$ cat src/rtl/echo_pkg.sv
// Shared definitions for the echo request decoder: method ids, expected argument
// counts, header field layout and the decoder state encoding.
package echo_pkg;

    localparam logic [15:0] ECHO_SAY      = 16'd0;
    localparam logic [15:0] ECHO_SAY2     = 16'd1;
    localparam logic [15:0] ECHO_SAY_LEN  = 16'd1;
    localparam logic [15:0] ECHO_SAY2_LEN = 16'd2;

    localparam int HDR_ID_LSB  = 16;
    localparam int HDR_ID_W    = 16;
    localparam int HDR_LEN_LSB = 0;
    localparam int HDR_LEN_W   = 16;

    typedef enum logic [1:0] {HDR, ARG, ISSUE, DROP} state_t;

    // A header is usable only when its length matches the method it names.
    function automatic logic hdr_valid(input logic [HDR_ID_W-1:0] id,
                                       input logic [HDR_LEN_W-1:0] len);
        return ((id == ECHO_SAY)  && (len == ECHO_SAY_LEN)) ||
               ((id == ECHO_SAY2) && (len == ECHO_SAY2_LEN));
    endfunction

endpackage

$ cat src/rtl/echo_request_decoder_if.sv
// Host word stream in, say/say2 method invocations out, plus reject reporting.
interface echo_request_decoder_if #(
    parameter int DATA_WIDTH    = 32,
    parameter int ERR_CNT_WIDTH = 8
);
    logic                     in_enq__ENA;
    logic [DATA_WIDTH-1:0]    in_enq_v;
    logic                     in_enq__RDY;
    logic                     say__ENA;
    logic [DATA_WIDTH-1:0]    say_v;
    logic                     say__RDY;
    logic                     say2__ENA;
    logic [DATA_WIDTH-1:0]    say2_a;
    logic [DATA_WIDTH-1:0]    say2_b;
    logic                     say2__RDY;
    logic                     err_pulse;
    logic [ERR_CNT_WIDTH-1:0] err_count;

    modport master (
        output in_enq__ENA, in_enq_v, say__RDY, say2__RDY,
        input  in_enq__RDY, say__ENA, say_v, say2__ENA, say2_a, say2_b,
               err_pulse, err_count
    );

    modport slave (
        input  in_enq__ENA, in_enq_v, say__RDY, say2__RDY,
        output in_enq__RDY, say__ENA, say_v, say2__ENA, say2_a, say2_b,
               err_pulse, err_count
    );
endinterface

$ cat src/rtl/echo_arg_collector.sv
// Remaining-word counter and argument slots for one message.
// Latency: slot written on the accepting edge; last is combinational from the counter.
module echo_arg_collector #(
    parameter int DATA_WIDTH = 32,
    parameter int CNT_WIDTH  = 16
) (
    input  logic                  CLK,
    input  logic                  nRST,
    input  logic                  load,
    input  logic [CNT_WIDTH-1:0]  load_len,
    input  logic                  step,
    input  logic                  store,
    input  logic [DATA_WIDTH-1:0] word,
    output logic                  last,
    output logic [DATA_WIDTH-1:0] arg_a,
    output logic [DATA_WIDTH-1:0] arg_b
);

    logic [CNT_WIDTH-1:0] remaining_q;
    logic [CNT_WIDTH-1:0] len_q;
    logic [CNT_WIDTH-1:0] slot;

    assign slot = len_q - remaining_q;
    assign last = (remaining_q == CNT_WIDTH'(1));

    always_ff @(posedge CLK or negedge nRST) begin
        if (!nRST) begin
            remaining_q <= '0;
            len_q       <= '0;
            arg_a       <= '0;
            arg_b       <= '0;
        end else if (load) begin
            remaining_q <= load_len;
            len_q       <= load_len;
        end else if (step) begin
            remaining_q <= remaining_q - CNT_WIDTH'(1);
            if (store) begin
                if (slot == CNT_WIDTH'(0))      arg_a <= word;
                else if (slot == CNT_WIDTH'(1)) arg_b <= word;
            end
        end
    end

endmodule

$ cat src/rtl/echo_request_decoder.sv
// Parses host words into say/say2 calls; rejects bad headers. Optional trace: ECHO_DECODE_TRACE_EN.
// Latency: method ENA the cycle after the last argument word is accepted.
// Backpressure: in_enq__RDY drops while a call waits on its method RDY.
module echo_request_decoder
    import echo_pkg::*;
#(
    parameter int DATA_WIDTH    = 32,
    parameter int ERR_CNT_WIDTH = 8
) (
    input logic                 CLK,
    input logic                 nRST,
    echo_request_decoder_if.slave bus
);

    state_t                   state_q, state_d;
    logic                     is_say2_q;
    logic                     err_pulse_q;
    logic [ERR_CNT_WIDTH-1:0] err_count_q;
    logic                     acc, hdr_ok, last;
    logic                     load, step, store, err_set;
    logic                     say_ena, say2_ena;
    logic [HDR_ID_W-1:0]      hdr_id;
    logic [HDR_LEN_W-1:0]     hdr_len;
    logic [DATA_WIDTH-1:0]    arg_a, arg_b;

    assign hdr_id  = bus.in_enq_v[HDR_ID_LSB +: HDR_ID_W];
    assign hdr_len = bus.in_enq_v[HDR_LEN_LSB +: HDR_LEN_W];
    assign hdr_ok  = hdr_valid(hdr_id, hdr_len);
    assign acc     = bus.in_enq__ENA & bus.in_enq__RDY;

    always_comb begin
        state_d  = state_q;
        load     = 1'b0;
        step     = 1'b0;
        store    = 1'b0;
        err_set  = 1'b0;
        say_ena  = 1'b0;
        say2_ena = 1'b0;
        case (state_q)
            HDR: if (acc) begin
                if (hdr_ok) begin
                    load    = 1'b1;
                    state_d = ARG;
                end else begin
                    err_set = 1'b1;
                    // A zero-length bad header has no payload to skip.
                    if (hdr_len != '0) begin
                        load    = 1'b1;
                        state_d = DROP;
                    end
                end
            end
            ARG: if (acc) begin
                step  = 1'b1;
                store = 1'b1;
                if (last) state_d = ISSUE;
            end
            DROP: if (acc) begin
                step = 1'b1;
                if (last) state_d = HDR;
            end
            ISSUE: begin
                say_ena  = !is_say2_q && bus.say__RDY;
                say2_ena = is_say2_q && bus.say2__RDY;
                if (say_ena || say2_ena) state_d = HDR;
            end
            default: state_d = HDR;
        endcase
    end

    always_ff @(posedge CLK or negedge nRST) begin
        if (!nRST) begin
            state_q     <= HDR;
            is_say2_q   <= 1'b0;
            err_pulse_q <= 1'b0;
            err_count_q <= '0;
        end else begin
            state_q     <= state_d;
            err_pulse_q <= err_set;
            if (load) is_say2_q <= (hdr_id == ECHO_SAY2);
            if (err_set && (err_count_q != '1))
                err_count_q <= err_count_q + ERR_CNT_WIDTH'(1);
        end
    end

    echo_arg_collector #(
        .DATA_WIDTH (DATA_WIDTH),
        .CNT_WIDTH  (HDR_LEN_W)
    ) u_collector (
        .CLK      (CLK),
        .nRST     (nRST),
        .load     (load),
        .load_len (hdr_len),
        .step     (step),
        .store    (store),
        .word     (bus.in_enq_v),
        .last     (last),
        .arg_a    (arg_a),
        .arg_b    (arg_b)
    );

    // Gated by reset so the host sees no ready while the decoder is held.
    assign bus.in_enq__RDY = nRST && (state_q != ISSUE);
    assign bus.say__ENA    = say_ena;
    assign bus.say_v       = arg_a;
    assign bus.say2__ENA   = say2_ena;
    assign bus.say2_a      = arg_a;
    assign bus.say2_b      = arg_b;
    assign bus.err_pulse   = err_pulse_q;
    assign bus.err_count   = err_count_q;

`ifdef ECHO_DECODE_TRACE_EN
    always @(posedge CLK) begin
        if (say_ena)  $display("echo_decode: say v=%0d", arg_a);
        if (say2_ena) $display("echo_decode: say2 a=%0d b=%0d", arg_a, arg_b);
        if (err_set)  $display("echo_decode: rejected header id=%0d len=%0d", hdr_id, hdr_len);
    end
`endif

endmodule

$ cat src/flat_wrapper.sv
// flat-port wrapper written by rule: the top's interface ports become plain ports
module echo_request_decoder_flat import echo_pkg::*;
#(
    parameter int DATA_WIDTH    = 32,
    parameter int ERR_CNT_WIDTH = 8
)
  (CLK, nRST, bus_in_enq__ENA, bus_in_enq_v, bus_say__RDY, bus_say2__RDY, bus_in_enq__RDY, bus_say__ENA, bus_say_v, bus_say2__ENA, bus_say2_a, bus_say2_b, bus_err_pulse, bus_err_count);
  echo_request_decoder_if #(.DATA_WIDTH(DATA_WIDTH), .ERR_CNT_WIDTH(ERR_CNT_WIDTH)) bus_i ();
  input logic CLK;
  input logic nRST;
  input wire logic [$bits(bus_i.in_enq__ENA)-1:0] bus_in_enq__ENA;
  input wire logic [$bits(bus_i.in_enq_v)-1:0] bus_in_enq_v;
  input wire logic [$bits(bus_i.say__RDY)-1:0] bus_say__RDY;
  input wire logic [$bits(bus_i.say2__RDY)-1:0] bus_say2__RDY;
  output wire logic [$bits(bus_i.in_enq__RDY)-1:0] bus_in_enq__RDY;
  output wire logic [$bits(bus_i.say__ENA)-1:0] bus_say__ENA;
  output wire logic [$bits(bus_i.say_v)-1:0] bus_say_v;
  output wire logic [$bits(bus_i.say2__ENA)-1:0] bus_say2__ENA;
  output wire logic [$bits(bus_i.say2_a)-1:0] bus_say2_a;
  output wire logic [$bits(bus_i.say2_b)-1:0] bus_say2_b;
  output wire logic [$bits(bus_i.err_pulse)-1:0] bus_err_pulse;
  output wire logic [$bits(bus_i.err_count)-1:0] bus_err_count;
  assign bus_i.in_enq__ENA = bus_in_enq__ENA;
  assign bus_i.in_enq_v = bus_in_enq_v;
  assign bus_i.say__RDY = bus_say__RDY;
  assign bus_i.say2__RDY = bus_say2__RDY;
  assign bus_in_enq__RDY = bus_i.in_enq__RDY;
  assign bus_say__ENA = bus_i.say__ENA;
  assign bus_say_v = bus_i.say_v;
  assign bus_say2__ENA = bus_i.say2__ENA;
  assign bus_say2_a = bus_i.say2_a;
  assign bus_say2_b = bus_i.say2_b;
  assign bus_err_pulse = bus_i.err_pulse;
  assign bus_err_count = bus_i.err_count;
  echo_request_decoder #(.DATA_WIDTH(DATA_WIDTH), .ERR_CNT_WIDTH(ERR_CNT_WIDTH)) u_core (.CLK(CLK), .nRST(nRST), .bus(bus_i));
endmodule
$ cat config.mk
export PLATFORM = sky130hd
export DESIGN_NAME = echo_request_decoder_flat
export DESIGN_NICKNAME = d
export VERILOG_FILES = /design/src/rtl/echo_pkg.sv /design/src/rtl/echo_request_decoder_if.sv /design/src/rtl/echo_arg_collector.sv /design/src/rtl/echo_request_decoder.sv /design/src/flat_wrapper.sv
export SDC_FILE = /design/constraint.sdc
export NUM_CORES = 1
export LEC_CHECK = 0
export ABC_CLOCK_PERIOD_IN_PS = 4200
export CORE_UTILIZATION = 25
export DETAILED_ROUTE_END_ITERATION = 10
export SETUP_SLACK_MARGIN = 0.2
export SYNTH_ARGS = -nofsm -noshare
export SYNTH_HDL_FRONTEND = slang
export SYNTH_SLANG_ARGS = --single-unit
$ cat constraint.sdc
create_clock -name CLK -period 4.2 [get_ports CLK]
set_input_delay 0.84 -clock CLK [delete_from_list [all_inputs] [get_ports CLK]]
set_output_delay 0.84 -clock CLK [all_outputs]
set_load 0.05 [all_outputs]
==> flow_metrics.env, run 1 <==
export IMPL_status="finished clean"
export IMPL_max_freq_mhz=288
export IMPL_grt_pass1_vias=4148
export IMPL_setup_tns_ns=0
export IMPL_max_slew_margin_pct=32.5
export IMPL_skew_ns=0.00972
export IMPL_async_flop_share_pct=100
export IMPL_critPathLaunchType="flip-flop"
export IMPL_die_w_um=154
export IMPL_path_class="reg -> reg"
export IMPL_drtIter0Drc=231
export IMPL_synth_nets=566
export IMPL_coreArea_um2=22600
export IMPL_p_int_mw=2.47
export IMPL_switching_share_pct=39.5
export IMPL_yosys_warnings=0
export IMPL_power_density_nw_per_um2=538
export IMPL_min_period_ns=3.47
export IMPL_required_ns=4.43
export IMPL_postCtsHoldBufs=0
export IMPL_dr_pass1_iters=6
export IMPL_clockPowerShare_pct=21.7
export IMPL_multi_input_area_um2=2600
export IMPL_grt_first_pass_wirelength_um=23000
export IMPL_synth_common_cells="dfrtp_1 (108), nand2_1 (66), buf_4 (33)"
export IMPL_clkLatencyLatePin_ns=0.35
export IMPL_antenna_found_initial=0
export IMPL_avgSynthCellArea_um2=11.3
export IMPL_seq_area_um2=2700
export IMPL_p_leak_nw=3.40
export IMPL_dr_max_layer_used="met4"
export IMPL_htreeDepth=3
export IMPL_hold_viol=0
export IMPL_synth_edf_count=0
export IMPL_synth_seq_cells=108
export IMPL_cts_tree="yes"
export IMPL_syn_cell_area_um2=5740
export IMPL_arrival_ns=3.70
export IMPL_gp_congestion=0.793
export IMPL_area_growth_pct=31.9
export IMPL_rr_endpoint="u_core.u_collector.arg_b[0]$_DFFE_PN0P_"
export IMPL_post_route_period_util_pct=82.6
export IMPL_synthTopCellsByArea="dfrtp_1 (47%), mux2_4 (7.8%), mux2_1 (5.9%), buf_4 (4.3%), nand2_1 (4.3%)"
export IMPL_power_mw=4.08
export IMPL_yosysTopAreaCellShare_pct=47.0
export IMPL_worstReg2RegStart="u_core.u_collector.remaining_q[7]$_DFFE_PN0P_"
export IMPL_tightest_slew_ns=1.01
export IMPL_grt_util_all_layers_pct=12.1
export IMPL_final_antenna_net_count=0
export IMPL_postCtsSetupBuffers=0
export IMPL_r2r_cells=11
export IMPL_root_buffer="clkbuf_16"
export IMPL_clk_pin_slew_ns=0.07
export IMPL_crit_chain="inv_1 -> ha_1 -> and4_1 -> nand2_1 -> a2111oi_0 -> nor3_1 -> xnor2_1 -> and4_1 -> and4b_2 -> buf_12 -> mux2_2"
export IMPL_synth_top_cell_by_area="dfrtp_1"
export IMPL_cts_made_buffers=9
export IMPL_synth_cell_type_count=64
export IMPL_utilization_pct=33.6
export IMPL_hold_class="reg -> reg"
export IMPL_die_area_um2=23600
export IMPL_wl_per_cell_um=15.6
export IMPL_die_y_um=154
export IMPL_floorplan_rows=55
export IMPL_via_per_inst=4.63
export IMPL_vdd_drop_max_uv=252
export IMPL_critPathLaunch="u_core.u_collector.remaining_q[7]$_DFFE_PN0P_"
export IMPL_seq_area_frac_synth_pct=47.0
export IMPL_seqPwrFrac_pct=33.8
export IMPL_end_kind="flip-flop"
export IMPL_wl_met2_um=7020
export IMPL_p_sw_mw=1.61
export IMPL_rsz0062_at_grt="false"
export IMPL_cpMostUsedCell="and4_1"
export IMPL_critical_path_slowest_cell="a2111oi_0"
export IMPL_synth_top_flop_cell="dfrtp_1"
export IMPL_ioPinCount=145
export IMPL_wl_met1_um=6210
export IMPL_drcViolationCount=0
export IMPL_finalSetupViolations=0
export IMPL_critPathMaxFanout=32
export IMPL_route_vias_total=4252
export IMPL_holdCritStartpoint="u_core.u_collector.len_q[5]$_DFFE_PN0P_"
export IMPL_grt_max_degree=80
export IMPL_wl_met3_um=923
export IMPL_crit_path_end="u_core.u_collector.arg_b[0]$_DFFE_PN0P_"
export IMPL_slew_violations=0
export IMPL_drt_wl_total_um=14300
export IMPL_nNetsFinal=684
export IMPL_antenna_cells=0
export IMPL_clock_sinks=108
export IMPL_critical_path_max_stage_delay_ns=0.51
export IMPL_drive_above_1_share_pct=11.7
export IMPL_power_frac_comb_pct=44.5
export IMPL_r2r_setup_slack_ns=0.73
export IMPL_cap_violations=0
export IMPL_ctsLongestPathBuffers=2
export IMPL_overflow=0
export IMPL_fillers=2327
export IMPL_initial_core_util_pct=25.4
export IMPL_place_hpwl_um=10600
export IMPL_post_cts_resized=0
export IMPL_yosysMostFrequentCell="dfrtp_1"
export IMPL_io_buffers=144
export IMPL_synthCells=510
-- kinds of logic (layout without fill, tap and decap cells) --
logic type      count (synthesis)  in the layout  synth area share, %
compound gates                 63             63                 7.69
xor+xnor                       17             17                 2.92
fa+ha+maj                      19             19                 4.27
buf+inv                        67            190                 7.65
flops                         108            108                 47.0
mux                            69             69                 15.4
simple gates                  167            167                 15.0
-- per-stage QoR --
stage / worst slack [ns] / cells / cell area [um2] / hold WS, ns
2_1_floorplan: 1.11 / 510 / 5740 / 0.450
3_3_place_gp: 0.439 / 902 / 7260 / 0.464
3_5_place_dp: 0.441 / 902 / 7260 / 0.469
4_1_cts: 0.720 / 918 / 7580 / 0.485
5_1_grt: 0.462 / 918 / 7580 / 0.500
6_report: 0.731 / 918 / 7580 / 0.487
-- layout by cell type, fill, tap and decap left out, types with 2 or more instances in the layout --
master / count
clkdlybuf4s50_1: 143
dfrtp_1: 108
nand2_1: 66
mux2_1: 30
mux2_4: 30
inv_1: 20
nand3_1: 20
ha_1: 18
nor2_1: 17
a21oi_1: 17
o211ai_1: 12
nand4_1: 11
buf_4: 10
nor4_1: 9
o21ai_0: 9
clkbuf_16: 9
xor2_1: 8
xnor2_1: 8
nor3_1: 5
nor2b_1: 5
mux2_2: 5
and2_1: 4
mux2i_1: 4
and3_1: 4
o311ai_0: 4
or4_1: 4
nand2b_1: 3
a21o_1: 3
nor3b_1: 2
a31oi_1: 2
and4_1: 2
or3_1: 2
or2_2: 2
nand3b_1: 2
clkbuf_8: 2
-- worst min-delay path by stage --
stage | endpoint | slack (ns) | cells after the start
after detailed placement | u_core.u_collector.len_q[10]$_DFFE_PN0P_ | 0.47 | 2
after floorplan | u_core.u_collector.len_q[8]$_DFFE_PN0P_ | 0.45 | 2
after global placement | u_core.u_collector.len_q[10]$_DFFE_PN0P_ | 0.46 | 2
after global routing | u_core.u_collector.len_q[10]$_DFFE_PN0P_ | 0.50 | 2
final | u_core.u_collector.len_q[5]$_DFFE_PN0P_ | 0.49 | 2
after CTS | u_core.u_collector.len_q[10]$_DFFE_PN0P_ | 0.48 | 2
-- power by group through the flow --
stage / Clock, mW / Sequential [mW] / Combinational, mW
2_1_floorplan: 0 / 1.40 / 1.35
3_5_place_dp: 0 / 1.39 / 1.81
6_report: 0.885 / 1.38 / 1.81
3_3_place_gp: 0 / 1.39 / 1.80
5_1_grt: 0.949 / 1.40 / 2.01
4_1_cts: 0.904 / 1.37 / 1.82
-- sequential cells by signal (all words and copies together) (netlist names) --
register	count
u_core.is_say2_q	1
u_core.u_collector.len_q	16
u_core.state_q	2
u_core.bus.err_count	8
u_core.u_collector.arg_b	32
u_core.u_collector.arg_a	32
u_core.bus.err_pulse	1
u_core.u_collector.remaining_q	16
-- routing by layer --
metal  up-vias  track usage, %
met2       124            20.8
met3        10            3.10
met4         0            3.14
met1      2103            15.1
met5         -               0
li1       2015               -
-- cell type report --
cell class,instances,area share [%]
sequential,108,35.7
inverter,20,0.991
multi-input combinational,335,34.4
clock buffer,12,3.39
clock inverter,4,0.727
tap,285,4.71
timing repair buffer,154,20.1
-- worst max-delay path, delay by kind of cell (launching register included) --
| kind | cells | cell delay [ns] |
|---|---|---|
| AO/OA/AOI/OAI | 1 | 0.51 |
| XOR/XNOR | 1 | 0.14 |
| adder cells (fa/ha/maj) | 1 | 0.47 |
| buffers and inverters | 2 | 0.35 |
| flip-flops | 1 | 0.44 |
| multiplexers | 1 | 0.37 |
| AND/OR/NAND/NOR | 5 | 1.03 |
Power figures use the tool's default switching activity.
==> inputs of run 2 (changes only) <==
- ABC_CLOCK_PERIOD_IN_PS: 4200 -> 3100
- clock period: 4.2 -> 3.1 ns (I/O delays scaled with it)
==> run 2 against run 1 <==
The flow now finishes with violations (negative setup slack). Sequential power rose by 33%. Combinational power rose by 90%. Clock skew rose by 0.0034 ns. Core utilization rose by 3.8 points. Hold slack got worse by 0.091 ns. First-iteration DRC count fell by 15%. Routed wire length rose by 12%. Clock-buffer cell count fell by 3. Clock power rose by 54%. Flip-flop and latch count did not move. Sequential share of layout area fell by 3.6 points. Largest cell class is now multi-input combinational cells. Largest power group unchanged.
==> flow_metrics.env, run 2 (synthesis results as in run 1) <==
export IMPL_status="complete, but fails checks"
export IMPL_violations="negative setup slack"
export IMPL_min_period_ns=3.19
export IMPL_power_density_nw_per_um2=786
export IMPL_root_buffer="clkbuf_16"
export IMPL_finalSetupViolations=32
export IMPL_coreArea_um2=22600
export IMPL_clock_sinks=108
export IMPL_fin_cells=977
export IMPL_grt_util_all_layers_pct=13.7
export IMPL_final_cell_mix="clkdlybuf4s50_1 (140), dfrtp_1 (108), nand2_1 (66)"
export IMPL_critical_path_slowest_cell="dfrtp_1"
export IMPL_drcViolationCount=0
export IMPL_fillers=2216
export IMPL_setup_tns_ns=-2.51
export IMPL_wl_per_cell_um=16.5
export IMPL_final_common_cell="clkdlybuf4s50_1"
export IMPL_slew_violations=0
export IMPL_drtIter0Drc=197
export IMPL_nNetsFinal=743
export IMPL_arrival_ns=3.43
export IMPL_ioPinCount=145
export IMPL_route_vias_total=4525
export IMPL_clkLatencyLatePin_ns=0.35
export IMPL_placedCellCount=951
export IMPL_floorplan_rows=55
export IMPL_path_buf_inv=3
export IMPL_initial_core_util_pct=25.4
export IMPL_die_w_um=154
export IMPL_gp_congestion=0.785
export IMPL_cp_depth=13
export IMPL_p_leak_nw=3.85
export IMPL_drive_above_1_share_pct=26.3
export IMPL_path_class="reg -> reg"
export IMPL_utilization_pct=37.3
export IMPL_grt_first_pass_wirelength_um=25900
export IMPL_end_kind="flip-flop"
export IMPL_grt_pass1_vias=4751
export IMPL_tightest_slew_ns=0.833
export IMPL_place_hpwl_um=11700
export IMPL_crit_family="simple AND/OR/NAND/NOR gates"
export IMPL_required_ns=3.33
export IMPL_max_slew_margin_pct=44.5
export IMPL_hold_viol=0
export IMPL_cts_tree="yes"
export IMPL_critPathLaunchType="flip-flop"
export IMPL_antenna_cells=0
export IMPL_setup_ws_ns=-0.0947
export IMPL_r2r_cells=13
export IMPL_vdd_drop_max_uv=378
export IMPL_postCtsHoldBufs=0
export IMPL_skew_ns=0.0131
export IMPL_antenna_found_initial=0
export IMPL_htreeDepth=3
export IMPL_die_y_um=154
export IMPL_post_route_period_util_pct=103
export IMPL_grt_max_degree=65
export IMPL_placed_area_um2=7680
export IMPL_area_growth_pct=46.7
export IMPL_largestRegisters="u_core.u_collector.arg_a: 32 flops, u_core.u_collector.arg_b: 32 flops"
export IMPL_overflow=0
export IMPL_max_freq_mhz=313
export IMPL_cap_violations=0
export IMPL_hold_class="in -> async"
export IMPL_clk_pin_slew_ns=0.08
export IMPL_final_cell_area_um2=8430
export IMPL_ctsLongestPathBuffers=2
export IMPL_io_buffers=144
export IMPL_die_area_um2=23600
export IMPL_power_mw=6.62
export IMPL_via_per_inst=4.63
export IMPL_dr_pass1_iters=4
export IMPL_critPathMaxFanout=6
export IMPL_critical_path_max_stage_delay_ns=0.43
export IMPL_crit_chain="ha_4 -> fa_2 -> nor2b_4 -> o2111ai_4 -> nand2_2 -> buf_6 -> mux2i_1 -> a2111oi_4 -> and4_4 -> and4b_4 -> buf_4 -> buf_16 -> mux2_4"
export IMPL_final_antenna_net_count=0
export IMPL_rsz0062_at_grt="true"
export IMPL_drt_wl_total_um=16100
export IMPL_cts_made_buffers=9
run 2: cell count changes in the layout (fill, tap and decap cells not counted), sizes merged:
cell           before  now
buf                11   73
clkbuf             12    9
clkdlybuf4s50     143  140
inv                21   24
bufinv              1    3
clkinv              1    0
clkinvlp            1    0
run 2: worst paths after layout:
| kind | from | endpoint | slack, ns |
|---|---|---|---|
| max | u_core.u_collector.remaining_q[0]$_DFFE_PN0P_ | u_core.u_collector.arg_b[12]$_DFFE_PN0P_ | -0.09 |
| min | nRST | u_core.u_collector.arg_b[3]$_DFFE_PN0P_ | 0.40 |
| max reg2reg | u_core.u_collector.remaining_q[0]$_DFFE_PN0P_ | u_core.u_collector.arg_b[12]$_DFFE_PN0P_ | -0.09 |
| min reg2reg | u_core.u_collector.len_q[6]$_DFFE_PN0P_ | u_core.u_collector.len_q[6]$_DFFE_PN0P_ | 0.49 |
| max in group asynchronous | nRST | u_core.u_collector.remaining_q[11]$_DFFE_PN0P_ | 1.44 |
| min in group CLK | u_core.u_collector.len_q[6]$_DFFE_PN0P_ | u_core.u_collector.len_q[6]$_DFFE_PN0P_ | 0.49 |
run 2: worst reg2reg max path, delay by kind of cell, from the launching register on:
kind	cells	cell delay, ns
DFF	1	0.43
muxes	2	0.40
buffers and inverters	3	0.38
and+or+nand+nor	4	0.85
adders and majority gates	2	0.59
AOI/OAI and AO/OA	2	0.45
run 2: power by group:
group / total [mW] / switching [mW] / internal [mW]
combinational: 3.43 / 1.80 / 1.64
clock: 1.36 / 0.550 / 0.805
sequential: 1.83 / 0.196 / 1.64
run 2: layout make-up:
class                   instances  area (um2)  share of cell area, %
flip-flops and latches        108        2700                   32.1
clock inverters                 7         128                   1.51
inverters                      20        75.1                  0.891
well taps                     285         357                   4.23
repair buffers                213        2070                   24.6
clock buffers                   9         225                   2.67
multi-input cells             335        2870                   34.0
run 2: per-layer routing:
layer	wire (um)	up-vias	part of all wire, %	track usage [%]
li1	-	2141	-	-
met5	0	-	0	0
met3	857	10	5.3	2.96
met2	7990	107	50	24.2
met1	7130	2267	44	17.1
met4	124	0	0.77	2.86
run 2: metrics by stage:
stage	hold WS, ns	setup slack (ns)
2_1_floorplan	0.324	0.116
6_report	0.396	-0.0947
4_1_cts	0.407	-0.0546
3_3_place_gp	0.466	-0.173
5_1_grt	0.434	-0.165
3_5_place_dp	0.472	-0.164
run 2: timing repair:
item                                    CTS  global route
endpoints found under the setup margin   64            82
buffers inserted                          4             3
resized for setup                        50            14
gates cloned                              3             0
pin swaps                                 7             4
